**src/rtl/syn_fifo_ext.sv**
```systemverilog
// Single-clock FIFO with programmable depth, almost-full/empty thresholds,
// occupancy count, overflow/underflow pulses, synchronous clear and optional FWFT read.
module syn_fifo_ext #(
   parameter int DATA_WIDTH = 16,
   parameter int ADDR_WIDTH = 3,
   parameter int AF_LEVEL   = 6,
   parameter int AE_LEVEL   = 1,
   parameter bit FWFT       = 1'b0
) (
   input  logic                  sys_clk,
   input  logic                  sys_rst_n,
   input  logic                  clear,
   input  logic [DATA_WIDTH-1:0] data_in,
   input  logic                  wr_req,
   input  logic                  rd_req,
   output logic [DATA_WIDTH-1:0] data_out,
   output logic                  empty,
   output logic                  full,
   output logic                  almost_empty,
   output logic                  almost_full,
   output logic [ADDR_WIDTH:0]   data_cnt,
   output logic                  overflow,
   output logic                  underflow
);

   localparam int DEPTH = 1 << ADDR_WIDTH;
   localparam logic [ADDR_WIDTH:0] C_DEPTH = (ADDR_WIDTH+1)'(DEPTH);
   localparam logic [ADDR_WIDTH:0] C_AF    = (ADDR_WIDTH+1)'(AF_LEVEL);
   localparam logic [ADDR_WIDTH:0] C_AE    = (ADDR_WIDTH+1)'(AE_LEVEL);

   logic [DATA_WIDTH-1:0] r_mem [DEPTH];
   logic [ADDR_WIDTH-1:0] r_wr_ptr;
   logic [ADDR_WIDTH-1:0] r_rd_ptr;
   logic [ADDR_WIDTH:0]   r_count;
   logic                  r_overflow;
   logic                  r_underflow;

   logic w_empty;
   logic w_full;
   logic w_wr_ok;
   logic w_rd_ok;

   // Request semantics: wr_req/rd_req are single-cycle requests, not held handshakes.
   // A request is accepted in the cycle it is high iff the FIFO state (from the
   // registered count) allows it; a refused request is dropped and flagged by a
   // one-cycle overflow/underflow pulse on the following cycle. Clear overrides both.
   assign w_empty = (r_count == '0);
   assign w_full  = (r_count == C_DEPTH);
   assign w_wr_ok = wr_req & ~w_full  & ~clear;
   assign w_rd_ok = rd_req & ~w_empty & ~clear;

   always_ff @(posedge sys_clk or negedge sys_rst_n) begin
      if (!sys_rst_n) begin
         for (int i = 0; i < DEPTH; i++) r_mem[i] <= '0;
      end else if (w_wr_ok) begin
         r_mem[r_wr_ptr] <= data_in;
      end
   end

   always_ff @(posedge sys_clk or negedge sys_rst_n) begin
      if (!sys_rst_n) begin
         r_wr_ptr    <= '0;
         r_rd_ptr    <= '0;
         r_count     <= '0;
         r_overflow  <= 1'b0;
         r_underflow <= 1'b0;
      end else if (clear) begin
         r_wr_ptr    <= '0;
         r_rd_ptr    <= '0;
         r_count     <= '0;
         r_overflow  <= 1'b0;
         r_underflow <= 1'b0;
      end else begin
         if (w_wr_ok) r_wr_ptr <= r_wr_ptr + 1'b1;
         if (w_rd_ok) r_rd_ptr <= r_rd_ptr + 1'b1;
         case ({w_wr_ok, w_rd_ok})
            2'b10:   r_count <= r_count + 1'b1;
            2'b01:   r_count <= r_count - 1'b1;
            default: r_count <= r_count;
         endcase
         r_overflow  <= wr_req & w_full;
         r_underflow <= rd_req & w_empty;
      end
   end

   generate
      if (FWFT) begin : g_fwft
         // Head of queue is always presented; only meaningful while not empty.
         assign data_out = r_mem[r_rd_ptr];
      end else begin : g_std
         logic [DATA_WIDTH-1:0] r_data_out;
         always_ff @(posedge sys_clk or negedge sys_rst_n) begin
            if (!sys_rst_n) begin
               r_data_out <= '0;
            end else if (clear) begin
               r_data_out <= '0;
            end else if (w_rd_ok) begin
               r_data_out <= r_mem[r_rd_ptr];
            end
         end
         assign data_out = r_data_out;
      end
   endgenerate

   assign empty        = w_empty;
   assign full         = w_full;
   assign almost_empty = (r_count <= C_AE);
   assign almost_full  = (r_count >= C_AF);
   assign data_cnt     = r_count;
   assign overflow     = r_overflow;
   assign underflow    = r_underflow;

endmodule

```
**config.mk**
```make
export PLATFORM = sky130hd
export DESIGN_NAME = syn_fifo_ext
export DESIGN_NICKNAME = d
export VERILOG_FILES = /design/src/rtl/syn_fifo_ext.sv
export SDC_FILE = /design/constraint.sdc
export NUM_CORES = 1
export LEC_CHECK = 0
export BUFFER_PORTS_ARGS = -buffer_cell sky130_fd_sc_hd__buf_4
export CAP_MARGIN = 0
export CORE_UTILIZATION = 40
export CTS_CLUSTER_DIAMETER = 80
export DETAILED_ROUTE_END_ITERATION = 12
export GPL_TIMING_DRIVEN = 0
export PLACE_DENSITY_LB_ADDON = 0.15
export SKIP_LAST_GASP = 1
export SYNTH_ARGS = -nofsm -noshare
export SYNTH_HDL_FRONTEND = slang
export SYNTH_SLANG_ARGS = --single-unit
```
**constraint.sdc**
```tcl
create_clock -name sys_clk -period 3.97 [get_ports sys_clk]
set_input_delay 0.397 -clock sys_clk [delete_from_list [all_inputs] [get_ports sys_clk]]
set_output_delay 0.397 -clock sys_clk [all_outputs]
set_load 0.01 [all_outputs]
```
Yosys cells after proc, flatten, opt, wreduce, memory -nomap -nowiden
Index checks and enable logic that the tools add are counted.
W data, S select, Z words.
{ "totals": {"register_bits": 156, "input_bits": 21, "out_inout_bits": 26, "word_cells": 58} }
{ "classes": {"add_sub_neg": 4, "order_cmp": 5, "eq_ne": 3, "muxes": 16, "bitwise_logic": 11, "n_reduce_logical": 5} }
{ "op_table": {"columns": ["cell", "n"], "rows": [
  ["$bwmux W128", 1],
  ["$mux W16", 5],
  ["$bmux W16 S3", 1],
  ["$demux W16 S3", 1],
  ["$mux W3", 4],
  ["$ge A4 B4 Y1 const B", 2],
  ["$not A3 Y4", 2],
  ["$pmux W4 S2", 1],
  ["$add A3 B1 Y3 const B", 2],
  ["$and A1 B1 Y1", 6],
  ["$add A4 B1 Y4 const B", 1],
  ["$eq A4 B4 Y1 const B", 1],
  ["$ge A4 B3 Y1 const B", 1],
  ["$le A4 B1 Y1 const B", 1],
  ["$logic_not A4 Y1", 1],
  ["$lt A4 B1 Y1 const B", 1],
  ["$mux W4", 1],
  ["$reduce_bool A2 Y1", 2],
  ["$sub A4 B1 Y4 const B", 1],
  ["$not A1 Y1", 3],
  ["$reduce_bool A3 Y1", 1],
  ["$eq A2 B1 Y1 const B", 1],
  ["$eq A2 B2 Y1 const B", 1],
  ["$mux W1", 2],
  ["$logic_and A1 B1 Y1", 1]
]} }

Logic depth before layout (Yosys ltp)
{ "logic_depth": {"word_depth": 7, "ltp_mapped": 8} }

Least setup slack after synthesis
Ideal clock, no wire load.
{ "synth_path": {"path_kind": "register -> register", "start": "reg r_count[0], in the netlist data_cnt[0]", "end": "reg r_mem[85] (netlist bit)", "setup_ns": 0.125, "t_arrival_ns": 2.412, "required_time_ns": 3.845, "slack_ns": 1.433, "path_stages_with_launch": 9, "n_path_buf": 2, "period_less_slack_ns": 2.537, "cell_sequence": "dfrtp_1 -> inv_1 -> ha_1 -> nand3b_4 -> or4b_1 -> buf_6 -> nor3b_4 -> buf_12 -> mux2_4"} }
{ "synth_between": {"elab_chain_cells": 4} }
{ "synth_rtl": {"columns": ["item", "line", "rtl"], "rows": [
  ["start: declaration", "34", "logic [ADDR_WIDTH:0] r_count;"],
  ["start signal: assignment", "77", "2'b10: r_count <= r_count + 1'b1;"],
  ["start signal: assignment", "78", "2'b01: r_count <= r_count - 1'b1;"],
  ["start signal: assignment", "79", "default: r_count <= r_count;"],
  ["$eq A4 B4 Y1", "48", "assign w_full = (r_count == C_DEPTH);"],
  ["$not A1 Y1", "49", "assign w_wr_ok = wr_req & ~w_full & ~clear;"],
  ["$and A1 B1 Y1 (2 in series)", "49", null],
  ["end signal: indexed assignment", "56", "r_mem[r_wr_ptr] <= data_in;"],
  ["end: declaration", "31", "logic [DATA_WIDTH-1:0] r_mem [DEPTH];"]
]} }
No other way between the ends.
A chain may end at the register's enable or synchronous reset.

Final worst setup path
{ "layout_path": {"start": "reg r_count[1], in the netlist data_cnt[1]", "end": "reg g_std.r_data_out[10], in the netlist data_out[10]"} }
{ "layout_between": {"elab_chain_cells": 5} }
{ "layout_rtl": {"columns": ["item", "line", "rtl"], "rows": [
  ["$logic_not A4 Y1", "47", "assign w_empty = (r_count == '0);"],
  ["$not A1 Y1", "50", "assign w_rd_ok = rd_req & ~w_empty & ~clear;"],
  ["$and A1 B1 Y1 (2 in series)", "50", null],
  ["$reduce_bool A2 Y1 (no source line)", null, null],
  ["end signal: assignment", "98", "r_data_out <= r_mem[r_rd_ptr];"],
  ["end: declaration", "91", "logic [DATA_WIDTH-1:0] r_data_out;"]
]} }
No other way between the ends.

==> flow_metrics.tcl <==
set metrics [dict create \
    antenna_cells_inserted 0 \
    synth.yosys.warnings 0 \
    buffer_ports.inserted 44 \
    tightestPinTransition_ns 0.801 \
    antenna_found_initial 0 \
    rsz_0062_raised_after_global_routing "false" \
    cp_cell_sequence "inv_1, ha_1, or3b_2, clkbuf_1, nand2_1, clkbuf_1, o31ai_1" \
    numCtsBuffers 17 \
    grt_max_degree 105 \
    dominantRegCellSynth "sky130_fd_sc_hd__dfrtp_1" \
    worstPathBufferInverterCount 3 \
    post_cts.resized_instances 0 \
    fp-row-count 48 \
    drc 0 \
    fin_worst_skew_ns 0.00783 \
    setup.reg_to_reg.worst_slack_ns 0.96 \
    fin_ws_ns 0.958 \
    timing.fmax_ghz 0.332 \
    synth_net_count 543 \
    p_leak_nw 3.98 \
    drtPass1Iterations 4 \
    timing.rr.start "data_cnt[1]" \
    maxSlewHeadroom_pct 46.6 \
    power.density_cell_area_nw_per_um2 606 \
    clk_transition_reported_paths_ns 0.06 \
    cts.path.max_buffers 2 \
    layout.nets 608 \
    via_count_of_the_first_global_routing_pass 4650 \
    critical_path.top_delay_family "buffers and inverters" \
    worst_case_setup_slack_after_placement_ns 0.937 \
    register_bit_total_from_synthesis 156 \
    synth-edff-count 0 \
    report.final.setup_viol 0 \
    max_h_tree_level 4 \
    final_hold_viol_count 0 \
    tritoncts "built" \
    syn_to_final_growth_pct 18.1 \
    crit_path_category "reg -> reg" \
    detailroute.via_count 4428 \
    worstSetupStartpointType "flip-flop" \
    die-width_um 137 \
    synth.lib_cells_used.distinct 45 \
    min_path_type "in -> reg" \
    cts_setup_buffers 0 \
    timing.critical_path.to_type "flip-flop" \
    worst-endpoint-arrival_ns 3.28 \
    delay_of_the_slowest_cell_on_the_worst_path_ns 0.63 \
    maxCapViolCount 0 \
    clock_sinks 156 \
    drtAntennaViolNets 0 \
    synthesis.area_um2 7270 \
    timing.critical_path.required_ns 4.24 \
    timing.reg2reg.worst_path_depth 7 \
    seq_area_frac_synth_pct 53.7 \
    drt_iter0_markers 291 \
    setup.worst_path.start "data_cnt[1]" \
    ir_worst_vdd_v 0.000307 \
    grtUsageTotal_pct 19.7 \
    wl_um 16800 \
    syn-instance-count 515 \
    run_status "completed" \
    crit_end "data_out[10]" \
    final_min_period_over_clock_period_pct 75.9 \
    gp_congestion 0.789 \
    drv_slew 0 \
    cpMaxStageDelayCell "sky130_fd_sc_hd__clkbuf_1" \
    post_drt_wl_per_cell_um 20.6 \
    final_cell_mix "sky130_fd_sc_hd__dfrtp_1 (156), sky130_fd_sc_hd__mux2_2 (152), sky130_fd_sc_hd__buf_4 (45)" \
    holdBufCountCts 1 \
    worst-path-stages 7 \
    place_hpwl_um 10900 \
    clock_latency_ns 0.43 \
    num_io_pins 47 \
    wire_length_of_the_first_global_routing_pass_um 26400 \
    async_reset_ff_share_pct 100 \
    final_critical_path_time_including_i_o_delays_and_setup_ns 3.01 \
    die_y_um 137 \
    syn_area_per_cell_um2 14.1 \
    vias_per_cell 5.41 \
    terminus_of_the_critical_flop_to_flop_path "data_out[10]" \
    timing.critical_path.fanout_max 10 \
    final_core_utilization_pct 49.0 \
    setup_tns_ns 0 \
    crit_top_cell "sky130_fd_sc_hd__clkbuf_1" \
    die-area_um2 18700 \
    drive_above_1_share_pct 47.2 \
    global_route.overflow_total 0 \
    clk_root_buffer_cell "sky130_fd_sc_hd__clkbuf_16" \
    floorplan.initialDensity_pct 41.5 \
    core-area_um2 17500 \
    leading_cell_type_in_the_layout_fill_and_taps_excluded "sky130_fd_sc_hd__dfrtp_1" \
]
synth_stat cells, types with 2 or more instances:
master / n / area [um2]
sky130_fd_sc_hd__inv_1: 6 / 22.5
sky130_fd_sc_hd__nand3_1: 6 / 30.0
sky130_fd_sc_hd__nor2b_1: 17 / 106
sky130_fd_sc_hd__buf_1: 2 / 7.51
sky130_fd_sc_hd__nand3b_1: 3 / 22.5
sky130_fd_sc_hd__nor3b_4: 2 / 37.5
sky130_fd_sc_hd__mux4_2: 16 / 360
sky130_fd_sc_hd__o22ai_1: 16 / 100
sky130_fd_sc_hd__nor3_1: 2 / 10.0
sky130_fd_sc_hd__xor2_1: 3 / 26.3
sky130_fd_sc_hd__nor2_1: 10 / 37.5
sky130_fd_sc_hd__ha_1: 7 / 87.6
sky130_fd_sc_hd__mux2_4: 10 / 150
sky130_fd_sc_hd__dfrtp_1: 156 / 3900
sky130_fd_sc_hd__nand2b_1: 3 / 18.8
sky130_fd_sc_hd__a211oi_1: 2 / 15.0
sky130_fd_sc_hd__mux2_2: 152 / 1710
sky130_fd_sc_hd__buf_4: 2 / 15.0
sky130_fd_sc_hd__a21oi_1: 4 / 20.0
sky130_fd_sc_hd__nand2_1: 25 / 93.8
sky130_fd_sc_hd__buf_2: 12 / 60.1
sky130_fd_sc_hd__a31oi_1: 3 / 18.8
sky130_fd_sc_hd__o31ai_1: 18 / 135
sky130_fd_sc_hd__nor4_1: 2 / 12.5
sky130_fd_sc_hd__clkbuf_1: 13 / 48.8
sky130_fd_sc_hd__buf_6: 3 / 33.8
sky130_fd_sc_hd__nand4_1: 2 / 12.5
worst min-delay path by stage:
stage                             from      endpoint  slack [ns]  cells after the start
final                      data_in[10]    r_mem[122]        0.26                      2
after global placement    data_out[12]  data_out[12]        0.47                      2
after floorplan              sys_rst_n   data_cnt[0]        0.10                      0
after detailed placement     sys_rst_n   data_cnt[3]        0.39                      1
after CTS                   data_in[1]     r_mem[81]        0.25                      2
after global routing        data_in[5]     r_mem[37]        0.25                      2
final cells by class:
type	count	area [um2]
Multi-Input combinational cell	320	3160
Inverter	6	22.5
Sequential cell	156	3900
Clock inverter	10	186
Tap cell	225	282
Fill cell	1553	8950
Clock buffer	22	474
Buffer	33	185
Timing Repair Buffer	46	372
power breakdown:
part | leakage, nW | switching [mW] | internal, mW
sequential | 2.07 | 0.189 | 1.93
combinational | 1.60 | 0.595 | 0.689
clock | 0.313 | 0.641 | 1.17
kinds of logic after synthesis:
logic type,after synthesis,synth area share (%)
fa+ha+maj,7,1.20
mux,179,30.7
xor+xnor,4,0.482
compound gates,48,4.49
buf+inv,39,2.86
flops,156,53.7
simple gates,82,6.61
flip-flops by register name (all words and copies together) (netlist names):
register	flops
r_rd_ptr	3
underflow	1
overflow	1
data_cnt	4
r_mem	128
r_wr_ptr	3
data_out	16
per-layer routing:
layer | GRT usage [%] | routed length [um] | up-vias
met4 | 6.47 | 150 | 0
met5 | 0 | 0 | -
met3 | 4.56 | 530 | 15
met1 | 25.1 | 7630 | 2315
li1 | - | - | 2019
met2 | 32.9 | 8530 | 79
worst register-to-register path, cell delays in order (launching register included):
cell	delay, ns
sky130_fd_sc_hd__dfrtp_1	0.47
sky130_fd_sc_hd__inv_1	0.21
sky130_fd_sc_hd__ha_1	0.29
sky130_fd_sc_hd__or3b_2	0.46
sky130_fd_sc_hd__clkbuf_1	0.20
sky130_fd_sc_hd__nand2_1	0.40
sky130_fd_sc_hd__clkbuf_1	0.63
sky130_fd_sc_hd__o31ai_1	0.20
metrics by stage:
step	instance area, um2	total power [mW]	hold WS [ns]	std cells
5_1_grt	8590	5.47	0.253	818
4_1_cts	8590	5.26	0.247	818
6_report	8590	5.21	0.263	818
2_1_floorplan	7270	2.98	0.101	515
3_3_place_gp	7890	3.38	0.472	784
3_5_place_dp	7920	3.44	0.390	785
Note: power is estimated with default switching activity, not from simulation.
